**src/rtl/fetch_pkg.sv**
```systemverilog
// Shared types and defaults for the instruction fetch controller.
package fetch_pkg;

  localparam int FETCH_ADDR_W   = 11;
  localparam int FETCH_DATA_W   = 32;
  localparam int FETCH_RESET_PC = 0;

  typedef enum logic [1:0] {
    IDLE   = 2'd0,
    FETCH  = 2'd1,
    HALTED = 2'd2
  } fetch_state_e;

endpackage

```
**src/rtl/fetch_skid_fifo.sv**
```systemverilog
// Two-entry {pc, instr} buffer between the ROM return path and decode.
// Push and pop may coincide at any occupancy; flush empties it in one edge.
module fetch_skid_fifo #(
  parameter int W = 43
) (
  input  logic         i_clk,
  input  logic         i_rst_n,
  input  logic         i_push,
  input  logic         i_pop,
  input  logic         i_flush,
  input  logic [W-1:0] i_data,
  output logic [W-1:0] o_data,
  output logic         o_valid,
  output logic [1:0]   o_count
);

  logic [W-1:0] r_mem [2];
  logic         r_rd_ptr;
  logic         r_wr_ptr;
  logic [1:0]   r_count;
  logic         w_pop_ok;
  logic         w_push_ok;

  assign w_pop_ok  = i_pop && (r_count != 2'd0);
  // When full, a same-cycle pop frees the slot the write pointer already points at.
  assign w_push_ok = i_push && ((r_count != 2'd2) || w_pop_ok);

  // Storage, pointers and occupancy.
  always_ff @(posedge i_clk) begin
    if (!i_rst_n) begin
      r_mem[0] <= {W{1'b0}};
      r_mem[1] <= {W{1'b0}};
      r_rd_ptr <= 1'b0;
      r_wr_ptr <= 1'b0;
      r_count  <= 2'd0;
    end else if (i_flush) begin
      r_rd_ptr <= 1'b0;
      r_wr_ptr <= 1'b0;
      r_count  <= 2'd0;
    end else begin
      if (w_push_ok) begin
        r_mem[r_wr_ptr] <= i_data;
        r_wr_ptr        <= ~r_wr_ptr;
      end
      if (w_pop_ok) begin
        r_rd_ptr <= ~r_rd_ptr;
      end
      r_count <= r_count + {1'b0, w_push_ok} - {1'b0, w_pop_ok};
    end
  end

  assign o_valid = (r_count != 2'd0);
  assign o_data  = o_valid ? r_mem[r_rd_ptr] : {W{1'b0}};
  assign o_count = r_count;

endmodule

```
**src/rtl/instr_fetch_ctrl.sv**
```systemverilog
// Fetch sequencer for a 1-cycle-latency synchronous instruction ROM: owns the PC,
// tracks the read in flight, and buffers returns for a valid/ready decode link.
module instr_fetch_ctrl
  import fetch_pkg::*;
#(
  parameter int ADDR_W   = FETCH_ADDR_W,
  parameter int DATA_W   = FETCH_DATA_W,
  parameter int RESET_PC = FETCH_RESET_PC
) (
  input  logic              i_clk,
  input  logic              i_rst_n,
  input  logic              i_start,
  input  logic [ADDR_W-1:0] i_start_pc,
  input  logic              i_halt,
  input  logic              i_redirect,
  input  logic [ADDR_W-1:0] i_redirect_pc,
  output logic [ADDR_W-1:0] o_im_addr,
  input  logic [DATA_W-1:0] i_im_dout,
  output logic [DATA_W-1:0] o_instr,
  output logic [ADDR_W-1:0] o_instr_pc,
  output logic              o_instr_valid,
  input  logic              i_instr_ready,
  output logic              o_busy
);

  localparam logic [ADDR_W-1:0] RESET_PC_V = ADDR_W'(RESET_PC);
  localparam logic [ADDR_W-1:0] PC_ONE     = {{(ADDR_W-1){1'b0}}, 1'b1};

  fetch_state_e               r_state;
  fetch_state_e               w_state_nxt;
  logic [ADDR_W-1:0]          r_pc;
  logic [ADDR_W-1:0]          r_tag;
  logic                       r_inflight;
  logic                       w_redirect_act;
  logic                       w_start_act;
  logic                       w_issue;
  logic                       w_pop;
  logic                       w_push;
  logic [2:0]                 w_level;
  logic [1:0]                 w_occ;
  logic [ADDR_W+DATA_W-1:0]   w_fifo_din;
  logic [ADDR_W+DATA_W-1:0]   w_fifo_dout;

  assign w_pop          = o_instr_valid && i_instr_ready;
  assign w_redirect_act = i_redirect && (r_state != IDLE);
  assign w_start_act    = i_start && !i_halt && !w_redirect_act && (r_state != FETCH);
  assign w_level        = {1'b0, w_occ} + {2'b00, r_inflight} - {2'b00, w_pop};
  // A squashed return is simply never pushed.
  assign w_push         = r_inflight && !w_redirect_act;

  // State register.
  always_ff @(posedge i_clk) begin
    if (!i_rst_n) begin
      r_state <= IDLE;
    end else begin
      r_state <= w_state_nxt;
    end
  end

  // Next-state logic; a redirect holds the current state.
  always_comb begin
    w_state_nxt = r_state;
    case (r_state)
      IDLE: begin
        if (w_start_act) w_state_nxt = FETCH;
        else             w_state_nxt = IDLE;
      end
      FETCH: begin
        if (i_halt && !w_redirect_act) w_state_nxt = HALTED;
        else                           w_state_nxt = FETCH;
      end
      HALTED: begin
        if (w_start_act) w_state_nxt = FETCH;
        else             w_state_nxt = HALTED;
      end
      default: w_state_nxt = IDLE;
    endcase
  end

  // Output/issue decode from the current state.
  always_comb begin
    w_issue = 1'b0;
    o_busy  = 1'b0;
    case (r_state)
      FETCH: begin
        w_issue = !w_redirect_act && !i_halt && (w_level < 3'd2);
        o_busy  = 1'b1;
      end
      IDLE, HALTED: begin
        w_issue = 1'b0;
        o_busy  = r_inflight || (w_occ != 2'd0);
      end
      default: begin
        w_issue = 1'b0;
        o_busy  = 1'b0;
      end
    endcase
  end

  // PC, in-flight flag and the tag of the read in flight.
  always_ff @(posedge i_clk) begin
    if (!i_rst_n) begin
      r_pc       <= RESET_PC_V;
      r_tag      <= {ADDR_W{1'b0}};
      r_inflight <= 1'b0;
    end else begin
      if (w_redirect_act) begin
        r_pc <= i_redirect_pc;
      end else if (w_start_act) begin
        r_pc <= i_start_pc;
      end else if (w_issue) begin
        r_pc <= r_pc + PC_ONE;
      end
      if (w_issue) begin
        r_tag <= r_pc;
      end
      r_inflight <= w_issue;
    end
  end

  assign o_im_addr  = r_pc;
  assign w_fifo_din = {r_tag, i_im_dout};

  fetch_skid_fifo #(
    .W (ADDR_W + DATA_W)
  ) u_fifo (
    .i_clk   (i_clk),
    .i_rst_n (i_rst_n),
    .i_push  (w_push),
    .i_pop   (w_pop),
    .i_flush (w_redirect_act),
    .i_data  (w_fifo_din),
    .o_data  (w_fifo_dout),
    .o_valid (o_instr_valid),
    .o_count (w_occ)
  );

  assign o_instr    = w_fifo_dout[DATA_W-1:0];
  assign o_instr_pc = w_fifo_dout[ADDR_W+DATA_W-1:DATA_W];

endmodule

```
**config.mk**
```make
export PLATFORM = sky130hd
export DESIGN_NAME = instr_fetch_ctrl
export DESIGN_NICKNAME = d
export VERILOG_FILES = /design/src/rtl/fetch_pkg.sv /design/src/rtl/fetch_skid_fifo.sv /design/src/rtl/instr_fetch_ctrl.sv
export SDC_FILE = /design/constraint.sdc
export NUM_CORES = 1
export LEC_CHECK = 0
export ABC_AREA = 1
export ABC_CLOCK_PERIOD_IN_PS = 2800
export CELL_PAD_IN_SITES_DETAIL_PLACEMENT = 1
export CELL_PAD_IN_SITES_GLOBAL_PLACEMENT = 1
export CORE_ASPECT_RATIO = 1.2
export CORE_MARGIN = 8
export CORE_UTILIZATION = 34
export CTS_BUF_LIST = sky130_fd_sc_hd__clkbuf_16
export DETAILED_ROUTE_END_ITERATION = 8
export GPL_TIMING_DRIVEN = 0
export PLACE_DENSITY = 0.8
export RECOVER_POWER = 25
export SYNTH_ARGS = -nofsm -noshare
export SYNTH_HDL_FRONTEND = slang
export SYNTH_SLANG_ARGS = --single-unit
```
**constraint.sdc**
```tcl
create_clock -name i_clk -period 2.8 [get_ports i_clk]
set_clock_uncertainty 0.2 [all_clocks]
set_input_delay 0.56 -clock i_clk [delete_from_list [all_inputs] [get_ports i_clk]]
set_output_delay 0.56 -clock i_clk [all_outputs]
set_load 0.1 [all_outputs]
```
* Word level (Yosys, flattened, before mapping) *
Memory sizes are Yosys's and may differ from the RTL's. A register that Yosys moved wholly into a read port is not among the register bits.
Cells that the tools add are included.

storage, ports and cells
  flip-flop bits (word level) = 29
  latch bits = 0
  memory bits (writable) = 86
  bits in read-only memories = 0
  input port bits = 60
  output and inout port bits = 56
  logic and storage cells = 63
  memories kept = 1

operators by class
  add/sub/neg operators = 5
  $mul = 0
  div/mod/pow operators = 0
  magnitude comparators = 1
  equal/unequal tests = 4
  shift operators = 0
  mux-type cells = 20
  bitwise gates (word level) = 3
  reduce and logical (&&, ||, !) cells = 22

memory list
  memory        depth  width  rd ports  clocked after Yosys merged registers in  wr ports  RTL line               RTL
  u_fifo.r_mem  2      43     1         1                                        2         fetch_skid_fifo.sv:17  logic [W-1:0] r_mem [2];

operators by type and width
  operator                 count
  $mux W43                 2
  $reduce_or A43 Y1        1
  $mux W11                 3
  $add A11 B1 Y11 const B  1
  $logic_and A1 B1 Y1      11
  $mux W1                  11
  $pmux W2 S3              1
  $mux W2                  2
  $reduce_bool A2 Y1       2
  $reduce_or A2 Y1         2
  $add A2 B1 Y3            1
  $lt A3 B2 Y1 const B     1
  $not A1 Y1               3
  $reduce_bool A3 Y1       1
  $sub A3 B1 Y3            1
  $add A2 B1 Y2            1
  $eq A2 B1 Y1 const B     1
  $eq A2 B2 Y1 const B     1
  $logic_not A1 Y1         2
  $logic_not A2 Y1         1
  $logic_or A1 B1 Y1       2
  $ne A2 B1 Y1 const B     1
  $ne A2 B2 Y1 const B     1
  $pmux W1 S2              1
  $sub A2 B1 Y2            1

* Logic depth before layout (Yosys ltp) *
Gate-level depths: netlist of the first run.

  depth after elaboration = 11
  gate-level depth with buffers = 15

* Modules after synthesis *
Synthesis of the first run repeated with hierarchy kept, for this count alone.

unflattened totals
  cell total of the unflattened synthesis = 642
  area, all modules = 5685.5 µm²

by module, submodules not included
  module            instances  cells each  area an instance (µm²)  seq. area each (µm²)
  fetch_skid_fifo   1          409         4166.5                  2682.6
  instr_fetch_ctrl  1          233         1519.0                  500.5

* Least setup slack after synthesis of the first run *
OpenSTA, ideal clock, no wires.

  kind = register to output
  from = register (tool-made name)
  to = output o_instr[10]
  arrival time = 2.359 ns
  required time = 2.040 ns
  slack = -0.319 ns
  stages on the path, launching flop included = 6
  buffers on the path = 2
  cell sequence = dfxtp_1 clkbuf_1 clkinv_1 clkbuf_1 nand2_1 a21oi_1

RTL lines
  element           RTL line                RTL
  end: declaration  instr_fetch_ctrl.sv:19  output logic [DATA_W-1:0] o_instr,

* Final worst setup path of the first run *
  from = register u_fifo.r_count[1] (netlist: u_fifo.o_count[1])
  to = output o_busy

on the way
  longest elaborated chain between the ends = 3

ends and longest elaborated chain
  element                   RTL line                RTL
  start: declaration        fetch_skid_fifo.sv:20   logic [1:0] r_count;
  start signal: assignment  fetch_skid_fifo.sv:48   r_count <= r_count + {1'b0, w_push_ok} - {1'b0, w_pop_ok};
  $reduce_bool A2 Y1        instr_fetch_ctrl.sv:91  o_busy = r_inflight || (w_occ != 2'd0);
  $logic_or A1 B1 Y1        instr_fetch_ctrl.sv:91
  $pmux W1 S2               instr_fetch_ctrl.sv:84  case (r_state)
  end: declaration          instr_fetch_ctrl.sv:23  output logic o_busy

No other way between the ends.

==> results.txt, run 1 <==
setup violators final -> 0
RSZ-0062 raised after global routing -> false
CTS tree -> done
number of CTS-inserted buffers -> 17
Critical Path Sink Type -> output pin
antenna-violating nets left -> 0
first-pass GRT wire length -> 27500 um
worst path arrival time -> 1.93 ns
core area -> 15600 um2
crit path max fanout -> 9
Syn Area/Cell -> 8.71 um2
Critical path origin -> u_fifo.o_count[1]$_SDFF_PP0_
# port buffers -> 114
total grt overflow -> 0
fin crit period -> 2.69 ns
maximum vdd drop -> 0.000480 V
Slew @ Worst Pin -> 0.977 ns
first drt pass iteration count -> 4
Hold Vio Cnt, Final -> 0
Clock Tree Buf Depth -> 2
DP Wirelength -> 12100 um
aggregate routed wire length -> 17100 um
Area Overhead vs Synth -> 38.9%
most common cell in the netlist -> nand2_1
Tot Pwr -> 5.43 mW
clk slew on worst S/H paths -> 0.06 ns
DP Cell Count -> 944
Pleak -> 3.07 nW
vias in the first global route -> 5299
FF-to-FF path depth -> 12
R2R setup slack -> 0.18 ns
Synth warnings -> 0
initial antenna violation count -> 0
Global Route Usage Sum -> 0.171
top cells by count, synth -> 137 x nand2_1, 112 x nor2_1, 86 x edfxtp_1
Worst Setup Start Kind -> flop
post-synth top area share -> 0.477
share of cells above drive strength 1 -> 0.204
terminus of the critical flop-to-flop path -> r_tag[10]$_SDFFE_PN0P_
Setup CP Type -> flop to output pin
DR vias/cell -> 4.89
Post-Layout Cell Count -> 978
Die W -> 131 um
hold_ws -> 0.295 ns
top cell type by total area after synthesis -> edfxtp_1
number of enable flip-flop cells after synthesis -> 86
Synth Register Bits -> 116
final period utilization -> 0.960
nets@finish -> 822
Max-Cap Viols -> 0
ys flop type -> edfxtp_1
Mapped Area -> 5420 um2
Area contributors post-synth -> edfxtp_1 48%, dfxtp_1 11%, nand2_1 9.5%
sequential area share after synthesis -> 0.588
hold_buf cts -> 0
Clk Latency, worst-skew pair -> 0.42 ns
Slowest cell on crit path -> clkdlybuf4s15_2
largest stage delay on the critical path -> 0.46 ns
Power Density -> 721 nW/um2
# diodes -> 0
Worst Path Required -> 2.04 ns
routability cong. -> 0.830
Ports -> 116
initial drt markers -> 202
final slew viol count -> 0
Die Area -> 20200 um2
result of the run -> complete, no violations
crit path cell chain -> nor2_4 -> buf_4 -> inv_1 -> o21ai_0 -> nand2_2 -> clkdlybuf4s15_2
reg2reg start -> u_fifo.o_count[1]$_SDFF_PP0_
drt wl/cell -> 17.4 um
post-synthesis cell type count -> 30
DR DRC count -> 0
syn nets -> 687
max_slew headroom -> 0.348
FMAX -> 0.372 GHz
Hold Crit Class -> flop to flop
Synth Instances -> 622
cell at the root of the clock tree -> clkbuf_16
Starting Density -> 0.348
largest net degree at the start of global routing -> 44
# clock sinks -> 116
Die H -> 154 um
Synth async-reset ratio -> 0
total vias in the final route -> 4782
row count -> 50
htree depth -> 4
Worst Setup EP -> o_busy
==> timing repair <==
item                                    in CTS  in global routing
setup buffers                                3                  0
resized for setup                          286                  8
pin swaps                                    0                  0
endpoints found under the hold margin        0                  0
endpoints found under the setup margin     163                111
==> kinds of logic (layout without fill, tap and decap cells) <==
kind of cell / count (synthesis) / in the layout / synth area share
and+or+nand+nor: 284 / 284 / 0.210
xor gates and xnor gates: 2 / 2 / 0.00323
adders and majority gates: 5 / 5 / 0.0129
AOI/OAI and AO/OA: 111 / 111 / 0.111
DFF: 116 / 116 / 0.588
buffers and inverters: 104 / 252 / 0.0758
==> state kept, by name, indices dropped and copies added (netlist names), named ones only <==
signal / cells
r_tag: 11
r_state: 2
u_fifo.r_rd_ptr: 1
r_inflight: 1
o_im_addr: 11
u_fifo.o_count: 2
u_fifo.r_mem: 86
u_fifo.r_wr_ptr: 1
==> worst max-delay path: cells and delay by family (launching register included) <==
kind / cells / cell delay, ns
AOI/OAI and AO/OA: 1 / 0.19
buffers and inverters: 3 / 0.76
DFF: 1 / 0.35
and+or+nand+nor: 2 / 0.20
==> how the worst min path moves through the flow <==
| stage | from | endpoint | cells past startpoint |
|---|---|---|---|
| floorplan | r_tag[0]$_SDFFE_PN0P_ | r_tag[0]$_SDFFE_PN0P_ | 2 |
| global placement | r_tag[8]$_SDFFE_PN0P_ | r_tag[8]$_SDFFE_PN0P_ | 2 |
| detailed placement | r_tag[9]$_SDFFE_PN0P_ | r_tag[9]$_SDFFE_PN0P_ | 2 |
| CTS | r_tag[1]$_SDFFE_PN0P_ | r_tag[1]$_SDFFE_PN0P_ | 2 |
| global route | r_tag[9]$_SDFFE_PN0P_ | r_tag[9]$_SDFFE_PN0P_ | 2 |
| finish | r_tag[1]$_SDFFE_PN0P_ | r_tag[1]$_SDFFE_PN0P_ | 2 |
==> metrics by stage <==
step / utilization / worst slack (ns) / setup TNS [ns] / area [um2]
2_1_floorplan: - / -0.0241 / -0.0482 / 5580
3_3_place_gp: 0.448 / -0.646 / -84.52 / 6980
3_5_place_dp: 0.448 / -0.729 / -95.26 / 6980
4_1_cts: 0.483 / 0.00148 / 0 / 7520
5_1_grt: 0.483 / 0.00320 / 0 / 7520
6_report: 0.483 / 0.113 / 0 / 7520
==> power by group <==
group	total, mW	internal (mW)	switching (mW)
clock	2.12	1.33	0.788
sequential	2.00	1.93	0.0633
combinational	1.31	0.318	0.993
==> cell usage in the layout (no fill, tap or decap), types with 10 or more instances in the layout <==
cell type,count
a21oi_1,34
a21oi_2,41
buf_4,41
clkbuf_1,12
clkbuf_16,21
clkbuf_2,12
clkdlybuf4s50_1,56
dfxtp_1,29
dlygate4sd2_1,10
edfxtp_1,86
inv_1,68
nand2_1,133
nand3_1,25
nor2_1,110
o21ai_0,19
==> per-layer routing <==
metal | GRT usage | vias to the layer above | routed length [um]
met5 | 0 | - | 0
met4 | 0.0593 | 0 | 305
met3 | 0.0460 | 29 | 755
met2 | 0.320 | 135 | 9060
met1 | 0.180 | 2322 | 6930
li1 | - | 2296 | -
==> final cells by class <==
type / instances / area, um2
plain buffers: 33 / 155
clock buffers: 21 / 526
clock inverters: 11 / 68.8
fillers: 1815 / 8050
inverters: 70 / 264
multi-input cells: 402 / 2010
flip-flops and latches: 116 / 3180
well taps: 208 / 260
repair buffers: 117 / 1060
Note: power is estimated with default switching activity, not from simulation.
==> inputs of run 2 (changes only) <==
- ABC_CLOCK_PERIOD_IN_PS: 2800 -> 3280
- CORE_UTILIZATION: 34 -> 41
- PLACE_DENSITY: 0.8 -> 0.89
- RECOVER_POWER: 25 -> not set
- clock period: 2.8 -> 3.28 ns (I/O delays scaled with it)
==> results.txt, run 2 (synthesized netlist as in run 1, its figures left out) <==
htree depth -> 4
max_slew headroom -> 0.339
cell at the root of the clock tree -> clkbuf_16
share of cells above drive strength 1 -> 0.133
Area Overhead vs Synth -> 36.8%
hold_ws -> 0.301 ns
crit path cell chain -> clkinv_1 -> clkbuf_1 -> nand2_1 -> a21oi_1 -> clkdlybuf4s18_2
DP Wirelength -> 12600 um
Clk Latency, worst-skew pair -> 0.41 ns
Hold Vio Cnt, Final -> 0
R2R setup slack -> 0.29 ns
post-route cell area -> 7410 um2
Worst Path Required -> 2.42 ns
Worst Setup Start Kind -> flop
TNS Setup -> 0 ns
vias in the first global route -> 5463
fin crit period -> 3.15 ns
number of CTS-inserted buffers -> 17
Max-Cap Viols -> 0
RSZ-0062 raised after global routing -> false
# clock sinks -> 116
Starting Density -> 0.415
Power Density -> 657 nW/um2
first drt pass iteration count -> 4
Ports -> 116
area post-placement -> 6810 um2
antenna-violating nets left -> 0
Global Route Usage Sum -> 0.215
result of the run -> complete, no violations
nets@finish -> 821
Slew @ Worst Pin -> 0.989 ns
Slowest cell on crit path -> clkdlybuf4s18_2
reg2reg start -> u_fifo.o_count[1]$_SDFF_PP0_
drt wl/cell -> 18.9 um
Die W -> 121 um
# diodes -> 0
final slew viol count -> 0
Die H -> 142 um
first-pass GRT wire length -> 28800 um
routability cong. -> 0.854
core area -> 13100 um2
initial antenna violation count -> 0
initial drt markers -> 270
largest stage delay on the critical path -> 0.56 ns
most common cell after layout, fill and taps aside -> nand2_1
total vias in the final route -> 4810
Hold Crit Class -> flop to flop
largest net degree at the start of global routing -> 28
Worst Setup EP -> o_instr[9]
Setup CP Type -> flop to output pin
most frequent cells in the layout -> 135 x nand2_1, 111 x nor2_1, 86 x edfxtp_1
hold_buf cts -> 0
row count -> 46
aggregate routed wire length -> 17800 um
crit path max fanout -> 10
Post-Layout Cell Count -> 937
Die Area -> 17200 um2
Biggest register -> u_fifo.r_mem
worst path arrival time -> 2.29 ns
maximum vdd drop -> 0.000403 V
DR DRC count -> 0
total grt overflow -> 0
DR vias/cell -> 5.13
FF-to-FF path depth -> 13
final core utilization -> 0.567
Clock Tree Buf Depth -> 2
DP Cell Count -> 906
setup violators final -> 0
clk slew on worst S/H paths -> 0.05 ns
terminus of the critical flop-to-flop path -> o_im_addr[8]$_SDFFE_PN0P_
max reg flops -> 86
FMAX -> 0.318 GHz
Pleak -> 3.00 nW
final period utilization -> 0.960
CTS tree -> done
Critical Path Sink Type -> output pin
# port buffers -> 114
number of setup buffers added after CTS -> 0
==> run 2: changes by cell type in the layout (fill, tap and decap cells not counted), moves of 14 or more <==
cell / change
a21oi_1: +41
clkdlybuf4s15_2: +15
buf_4: -40
clkdlybuf4s50_1: +14
a21oi_2: -41
buf_2: +27
==> run 2: worst min-delay path by stage <==
| stage | start | endpoint | cells past startpoint | slack (ns) |
|---|---|---|---|---|
| after floorplan | r_tag[0]$_SDFFE_PN0P_ | r_tag[0]$_SDFFE_PN0P_ | 2 | 0.25 |
| after global placement | r_tag[10]$_SDFFE_PN0P_ | r_tag[10]$_SDFFE_PN0P_ | 2 | 0.27 |
| after detailed placement | r_tag[3]$_SDFFE_PN0P_ | r_tag[3]$_SDFFE_PN0P_ | 2 | 0.27 |
| after CTS | r_tag[10]$_SDFFE_PN0P_ | r_tag[10]$_SDFFE_PN0P_ | 2 | 0.30 |
| after global routing | r_tag[3]$_SDFFE_PN0P_ | r_tag[3]$_SDFFE_PN0P_ | 2 | 0.33 |
| final | r_tag[10]$_SDFFE_PN0P_ | r_tag[10]$_SDFFE_PN0P_ | 2 | 0.30 |
==> run 2: repair_timing <==
| action | CTS | global route |
|---|---|---|
| setup endpoints to repair | 67 | 21 |
| endpoints found under the hold margin | 0 | 0 |
| gates resized for setup | 162 | 12 |
==> run 2: per-stage QoR <==
| step | setup WS, ns | power [mW] |
|---|---|---|
| after floorplan | 0.0647 | 2.48 |
| after global placement | -0.803 | 2.78 |
| after detailed placement | -0.266 | 2.83 |
| after CTS | 0.0156 | 4.89 |
| after global routing | 0.00543 | 5.02 |
| final | 0.131 | 4.87 |
==> run 2: layer usage <==
metal	vias up	wire, um	share of wire	GRT usage
met1	2342	6940	0.39	0.232
met2	143	9540	0.54	0.397
met4	0	245	0.014	0.0567
li1	2301	-	-	-
met5	-	0	0	0
met3	24	1030	0.058	0.0632
==> run 2: critical path, delay by kind of cell (launching register included) <==
family,cells,cell delay (ns)
AND/OR/NAND/NOR,1,0.14
buffers and inverters,3,1.18
flip-flops,1,0.40
AO/OA/AOI/OAI,1,0.16
==> run 2: layout make-up <==
class / count / area (um2)
clock buffer: 17 / 425
fill: 1531 / 5660
buffer: 33 / 146
sequential: 116 / 3180
timing repair buffer: 116 / 1110
clock inverter: 15 / 238
multi-input combinational: 402 / 1840
inverter: 70 / 263
tap: 168 / 210
==> run 2: power breakdown <==
part	total [mW]	leakage (nW)	switching (mW)	internal [mW]
Combinational	1.07	1.55	0.819	0.253
Sequential	1.71	1.13	0.0586	1.65
Clock	2.09	0.318	0.670	1.42
